`src/rtl/palette_rgb_out_if.sv`:
```
// Pixel/sync stream from the scanner, CPU palette write port and RGB/sync outputs
// bundled for the palette output stage.
interface palette_rgb_out_if;
    logic       ce12;
    logic       hsync;
    logic       vsync;
    logic       videoActive;
    logic       border;
    logic [3:0] coloridx;
    logic [3:0] border_idx;
    logic       pal_wr;
    logic [7:0] pal_data;
    logic       pal_busy;
    logic [3:0] vga_r;
    logic [3:0] vga_g;
    logic [3:0] vga_b;
    logic       vga_hs;
    logic       vga_vs;

    modport master (
        output ce12, hsync, vsync, videoActive, border, coloridx,
               border_idx, pal_wr, pal_data,
        input  pal_busy, vga_r, vga_g, vga_b, vga_hs, vga_vs
    );

    modport slave (
        input  ce12, hsync, vsync, videoActive, border, coloridx,
               border_idx, pal_wr, pal_data,
        output pal_busy, vga_r, vga_g, vga_b, vga_hs, vga_vs
    );
endinterface

```
`src/rtl/palette_rgb_out.sv`:
```
// Palette lookup and RGB expansion behind the video scanner, with a two-stage
// pipeline and CPU palette writes deferred to the next ce12 strobe.
module palette_rgb_out #(
    parameter bit BLANK_BORDER = 1'b0
) (
    input  logic               clk24,
    input  logic               reset,
    palette_rgb_out_if.slave   bus
);

    typedef enum logic {IDLE = 1'b0, PEND = 1'b1} wrState_t;

    wrState_t   r_state;
    logic       r_busy;
    logic [3:0] r_addr;
    logic [7:0] r_data;
    logic [7:0] r_pal [16];

    logic [3:0] r_selIdx;
    logic       r_blank;
    logic       r_hs1;
    logic       r_vs1;

    logic [3:0] r_vgaR;
    logic [3:0] r_vgaG;
    logic [3:0] r_vgaB;
    logic       r_vgaHs;
    logic       r_vgaVs;

    logic [7:0] w_entry;

    // Commit only on ce12 so an entry never changes between the two halves of a mode512 pixel.
    always_ff @(posedge clk24) begin
        if (reset) begin
            r_state <= IDLE;
            r_busy  <= 1'b0;
            r_addr  <= 4'h0;
            r_data  <= 8'h00;
            for (int i = 0; i < 16; i++) begin
                r_pal[i] <= 8'h00;
            end
        end else begin
            case (r_state)
                IDLE: begin
                    if (bus.pal_wr) begin
                        r_addr  <= bus.border_idx;
                        r_data  <= bus.pal_data;
                        r_state <= PEND;
                        r_busy  <= 1'b1;
                    end
                end
                PEND: begin
                    if (bus.ce12) begin
                        r_pal[r_addr] <= r_data;
                    end
                    if (bus.pal_wr) begin
                        r_addr  <= bus.border_idx;
                        r_data  <= bus.pal_data;
                        r_state <= PEND;
                        r_busy  <= 1'b1;
                    end else if (bus.ce12) begin
                        r_state <= IDLE;
                        r_busy  <= 1'b0;
                    end
                end
                default: begin
                    r_state <= IDLE;
                    r_busy  <= 1'b0;
                end
            endcase
        end
    end

    always_ff @(posedge clk24) begin
        if (reset) begin
            r_selIdx <= 4'h0;
            r_blank  <= 1'b1;
            r_hs1    <= 1'b1;
            r_vs1    <= 1'b1;
        end else begin
            r_selIdx <= bus.border ? bus.border_idx : bus.coloridx;
            r_blank  <= !bus.videoActive | (bus.border & BLANK_BORDER);
            r_hs1    <= bus.hsync;
            r_vs1    <= bus.vsync;
        end
    end

    // Read sees the pre-commit entry on the commit edge; there is deliberately no bypass.
    assign w_entry = r_pal[r_selIdx];

    always_ff @(posedge clk24) begin
        if (reset) begin
            r_vgaR  <= 4'h0;
            r_vgaG  <= 4'h0;
            r_vgaB  <= 4'h0;
            r_vgaHs <= 1'b1;
            r_vgaVs <= 1'b1;
        end else begin
            r_vgaR  <= r_blank ? 4'h0 : {w_entry[2:0], w_entry[2]};
            r_vgaG  <= r_blank ? 4'h0 : {w_entry[5:3], w_entry[5]};
            r_vgaB  <= r_blank ? 4'h0 : {w_entry[7:6], w_entry[7:6]};
            r_vgaHs <= r_hs1;
            r_vgaVs <= r_vs1;
        end
    end

    assign bus.pal_busy = r_busy;
    assign bus.vga_r    = r_vgaR;
    assign bus.vga_g    = r_vgaG;
    assign bus.vga_b    = r_vgaB;
    assign bus.vga_hs   = r_vgaHs;
    assign bus.vga_vs   = r_vgaVs;

endmodule

```
`src/flat_wrapper.sv`:
```
// flat-port wrapper written by rule: the top's interface ports become plain ports
module palette_rgb_out_flat 
#(
    parameter bit BLANK_BORDER = 1'b0
)
  (clk24, reset, bus_ce12, bus_hsync, bus_vsync, bus_videoActive, bus_border, bus_coloridx, bus_border_idx, bus_pal_wr, bus_pal_data, bus_pal_busy, bus_vga_r, bus_vga_g, bus_vga_b, bus_vga_hs, bus_vga_vs);
  palette_rgb_out_if bus_i ();
  input  logic clk24;
  input  logic reset;
  input wire logic [$bits(bus_i.ce12)-1:0] bus_ce12;
  input wire logic [$bits(bus_i.hsync)-1:0] bus_hsync;
  input wire logic [$bits(bus_i.vsync)-1:0] bus_vsync;
  input wire logic [$bits(bus_i.videoActive)-1:0] bus_videoActive;
  input wire logic [$bits(bus_i.border)-1:0] bus_border;
  input wire logic [$bits(bus_i.coloridx)-1:0] bus_coloridx;
  input wire logic [$bits(bus_i.border_idx)-1:0] bus_border_idx;
  input wire logic [$bits(bus_i.pal_wr)-1:0] bus_pal_wr;
  input wire logic [$bits(bus_i.pal_data)-1:0] bus_pal_data;
  output wire logic [$bits(bus_i.pal_busy)-1:0] bus_pal_busy;
  output wire logic [$bits(bus_i.vga_r)-1:0] bus_vga_r;
  output wire logic [$bits(bus_i.vga_g)-1:0] bus_vga_g;
  output wire logic [$bits(bus_i.vga_b)-1:0] bus_vga_b;
  output wire logic [$bits(bus_i.vga_hs)-1:0] bus_vga_hs;
  output wire logic [$bits(bus_i.vga_vs)-1:0] bus_vga_vs;
  assign bus_i.ce12 = bus_ce12;
  assign bus_i.hsync = bus_hsync;
  assign bus_i.vsync = bus_vsync;
  assign bus_i.videoActive = bus_videoActive;
  assign bus_i.border = bus_border;
  assign bus_i.coloridx = bus_coloridx;
  assign bus_i.border_idx = bus_border_idx;
  assign bus_i.pal_wr = bus_pal_wr;
  assign bus_i.pal_data = bus_pal_data;
  assign bus_pal_busy = bus_i.pal_busy;
  assign bus_vga_r = bus_i.vga_r;
  assign bus_vga_g = bus_i.vga_g;
  assign bus_vga_b = bus_i.vga_b;
  assign bus_vga_hs = bus_i.vga_hs;
  assign bus_vga_vs = bus_i.vga_vs;
  palette_rgb_out #(.BLANK_BORDER(BLANK_BORDER)) u_core (.clk24(clk24), .reset(reset), .bus(bus_i));
endmodule
```
`config.mk`:
```
export PLATFORM = sky130hd
export DESIGN_NAME = palette_rgb_out_flat
export DESIGN_NICKNAME = d
export VERILOG_FILES = /design/src/rtl/palette_rgb_out_if.sv /design/src/rtl/palette_rgb_out.sv /design/src/flat_wrapper.sv
export SDC_FILE = /design/constraint.sdc
export NUM_CORES = 1
export LEC_CHECK = 0
export BUFFER_PORTS_ARGS = -buffer_cell sky130_fd_sc_hd__buf_2
export CAP_MARGIN = 10
export CORE_MARGIN = 5
export CORE_UTILIZATION = 52
export CTS_BUF_LIST = sky130_fd_sc_hd__clkbuf_16
export DETAILED_ROUTE_END_ITERATION = 7
export GPL_TIMING_DRIVEN = 0
export MAX_ROUTING_LAYER = met4
export PLACE_DENSITY = 0.7
export SYNTH_ARGS = -nofsm -noshare
export SYNTH_HDL_FRONTEND = slang
export SYNTH_SLANG_ARGS = --single-unit
```
`constraint.sdc`:
```
create_clock -name clk24 -period 2.2 [get_ports clk24]
set_clock_uncertainty 0.1 [all_clocks]
set_input_delay 0.11 -clock clk24 [delete_from_list [all_inputs] [get_ports clk24]]
set_output_delay 0.11 -clock clk24 [all_outputs]
set_load 0.005 [all_outputs]
```
==> out/results.ini <==
[pwr]
power_density_nw_per_um2 = 802
total_power_w = 0.00669
leakagePower_nw = 3.21
peakVddDrop_v = 0.000461

[worst_setup_path]
worstPathCellList = or4_4 -> nor2_2 -> or2_2
cp-start-kind = flop
critPathMaxFanout = 9
slowest_delay_ns = 0.61
worst_ep_required_time_ns = 2.21
crit_path_end_kind = flop
setup.worst_path.class = reg2reg
cp_top_family = simple AND/OR/NAND/NOR gates
cp_num_buf_inv = 0
slowest_stage = or4_4
crit_arrival_ns = 2.12

[drt]
drt_iter0_drc = 390
drt-total-wl_microns = 16900
vias = 4424
dr.pass1.iters = 5
vias_per_cell = 5.69
drtAntennaViolNets = 0
drc = 0
routedWlPerCell_microns = 21.7

[sta]
worst_pin_slew_ns = 0.747
post-route-period-util = 0.961
drv_slew = 0
max_freq_ghz = 0.473
finalCriticalPeriod_ns = 2.11
setup_viol_count_final = 0
slew_headroom = 0.500
hold_viol = 0
rsz0062_at_grt = false

[floorplan]
row_count = 42
initial_core_util = 0.533
dieHeight_microns = 127
fp.dieArea_sq_um = 16100
ios = 39
die_width_microns = 127
core_region_area_sq_um = 13300

[clocking]
cts_max_path_buffers = 2
cts_root_buf = clkbuf_16
cts_made_buffers = 17
cts_tree = done
htree_levels = 4
path_clk_slew_ns = 0.06
clk_latency_ns = 0.43
cts.sinks = 159

[cells_and_area]
drive_above_1_share = 0.228
nNetsFinal = 612
antenna_cells = 0
synthToLayoutAreaGrowth_pct = 17.6
finalCoreUtilization = 0.627
layout_commonest_cell = and2_1
final_cell_mix = and2_1, edfxtp_1, mux2i_1, buf_2, dfxtp_1

[synthesis]
yosysSeqAreaShare = 0.629
syn_area_sq_um = 7090
synth_edf_count = 128
synth-simple-area-share = 0.189
syn_inst = 504
synthAdderAreaFrac = 0
ys_warn_count = 0
synthMuxAreaShare = 0.126
syn_avg_cell_area_sq_um = 14.1
synth_fp_nets = 528
async_reset_ff_frac = 0
synth-seq-cells = 159
synth.distinct_cells = 30
synth_top_family_by_area = simple AND/OR/NAND/NOR gates
ys.flop_type = edfxtp_1
synth-compound-area-share = 0.0296
synthXorXnorAreaFrac = 0

[placement]
hpwl_microns = 11100
io_buffers = 35
place_congestion = 0.849

[hold_path]
hold_class = in2reg

[global_route]
grt_overflow_total = 0
grt_max_degree = 17
antenna_found_initial = 0
grt_pass1_wl_microns = 26100
grt_pass1_vias = 4551
track_usage = 0.226

[run_status]
status = finished clean

[job]
max-cap-violations = 0

-- metal layers --
layer	GRT usage	share of wire	vias to the layer above
met1	0.296	0.42	2225
met4	0.0839	0.029	0
li1	-	-	1976
met5	-	0	-
met3	0.0521	0.076	32
met2	0.346	0.48	191
-- power by group --
group	internal [W]	switching [W]
Sequential	0.00335	0.0000758
Combinational	0.000227	0.000298
Clock	0.00155	0.00118
Total	0.00514	0.00155
-- path summary, 6_finish.rpt --
path | cells past startpoint | end | from | slack [ns]
hold reg to reg | 1 | u_core.bus.vga_vs | u_core.r_vs1 | 0.32
setup reg to reg | 3 | u_core.r_pal[4][5] | u_core.r_addr[0] | 0.09
setup / recovery | 3 | u_core.r_pal[4][5] | u_core.r_addr[0] | 0.09
hold / removal | 3 | u_core.r_data[0] | bus_pal_wr | 0.02
-- Yosys cell counts, drive strengths merged (4+ instances only) --
cell / n / share of area
or2: 20 / 0.018
edfxtp: 128 / 0.54
o22ai: 8 / 0.0071
buf: 15 / 0.017
clkbuf: 17 / 0.0090
nor3: 4 / 0.0076
mux4: 12 / 0.038
a22oi: 20 / 0.021
dfxtp: 31 / 0.088
nand2: 13 / 0.0079
mux2i: 62 / 0.088
and2: 129 / 0.11
nor2: 32 / 0.025
-- flip-flops by register name, summed over array words and instances (netlist names), named ones only --
signal               cells
u_core.r_state           1
u_core.bus.vga_hs        1
u_core.bus.vga_g         3
u_core.bus.pal_busy      1
u_core.r_blank           1
u_core.r_addr            4
u_core.r_data            8
u_core.r_pal           128
u_core.bus.vga_r         3
u_core.bus.vga_vs        1
u_core.bus.vga_b         2
u_core.r_vs1             1
u_core.r_hs1             1
-- area by class of cell --
| type | count | area [sq um] |
|---|---|---|
| clock inverters | 13 | 66.3 |
| fillers | 993 | 4960 |
| multi-input cells | 312 | 2460 |
| well taps | 176 | 220 |
| inverters | 1 | 3.75 |
| clock buffers | 19 | 475 |
| flip-flops and latches | 159 | 4470 |
| repair buffers | 65 | 465 |
| plain buffers | 32 | 184 |
-- worst min-delay path, cell delays in order --
cell and delay [ns]:
clkbuf_1 0.17, mux2i_1 0.15, nor2_1 0.08
-- cells by family (layout without fill, tap and decap cells) --
group,Yosys count,count (layout)
buffers and inverters,33,130
flip-flops,159,159
AO/OA/AOI/OAI,30,30
AND/OR/NAND/NOR,208,208
multiplexers,74,74
-- metrics by stage --
stage                     hold slack, ns  cells  instance area (sq um)  worst slack [ns]  setup TNS (ns)
final                             0.0220    777                   8340            0.0862               0
after CTS                        0.00427    774                   8300            0.0380               0
after detailed placement           0.191    715                   7490            -0.163           -1.59
after floorplan                   0.0837    504                   7090             0.391               0
after global routing              0.0432    777                   8340            0.0274               0
after global placement             0.187    715                   7490           -0.0630          -0.503
-- what timing repair did --
action | 4_1_cts | 5_1_grt
hold buffers | 26 | 0
setup buffers | 1 | 3
endpoints found under the setup margin | 16 | 42
resized for setup | 2 | 4
hold endpoints to repair | 20 | 0
pin swaps | 1 | 2
Power figures use the tool's default switching activity.
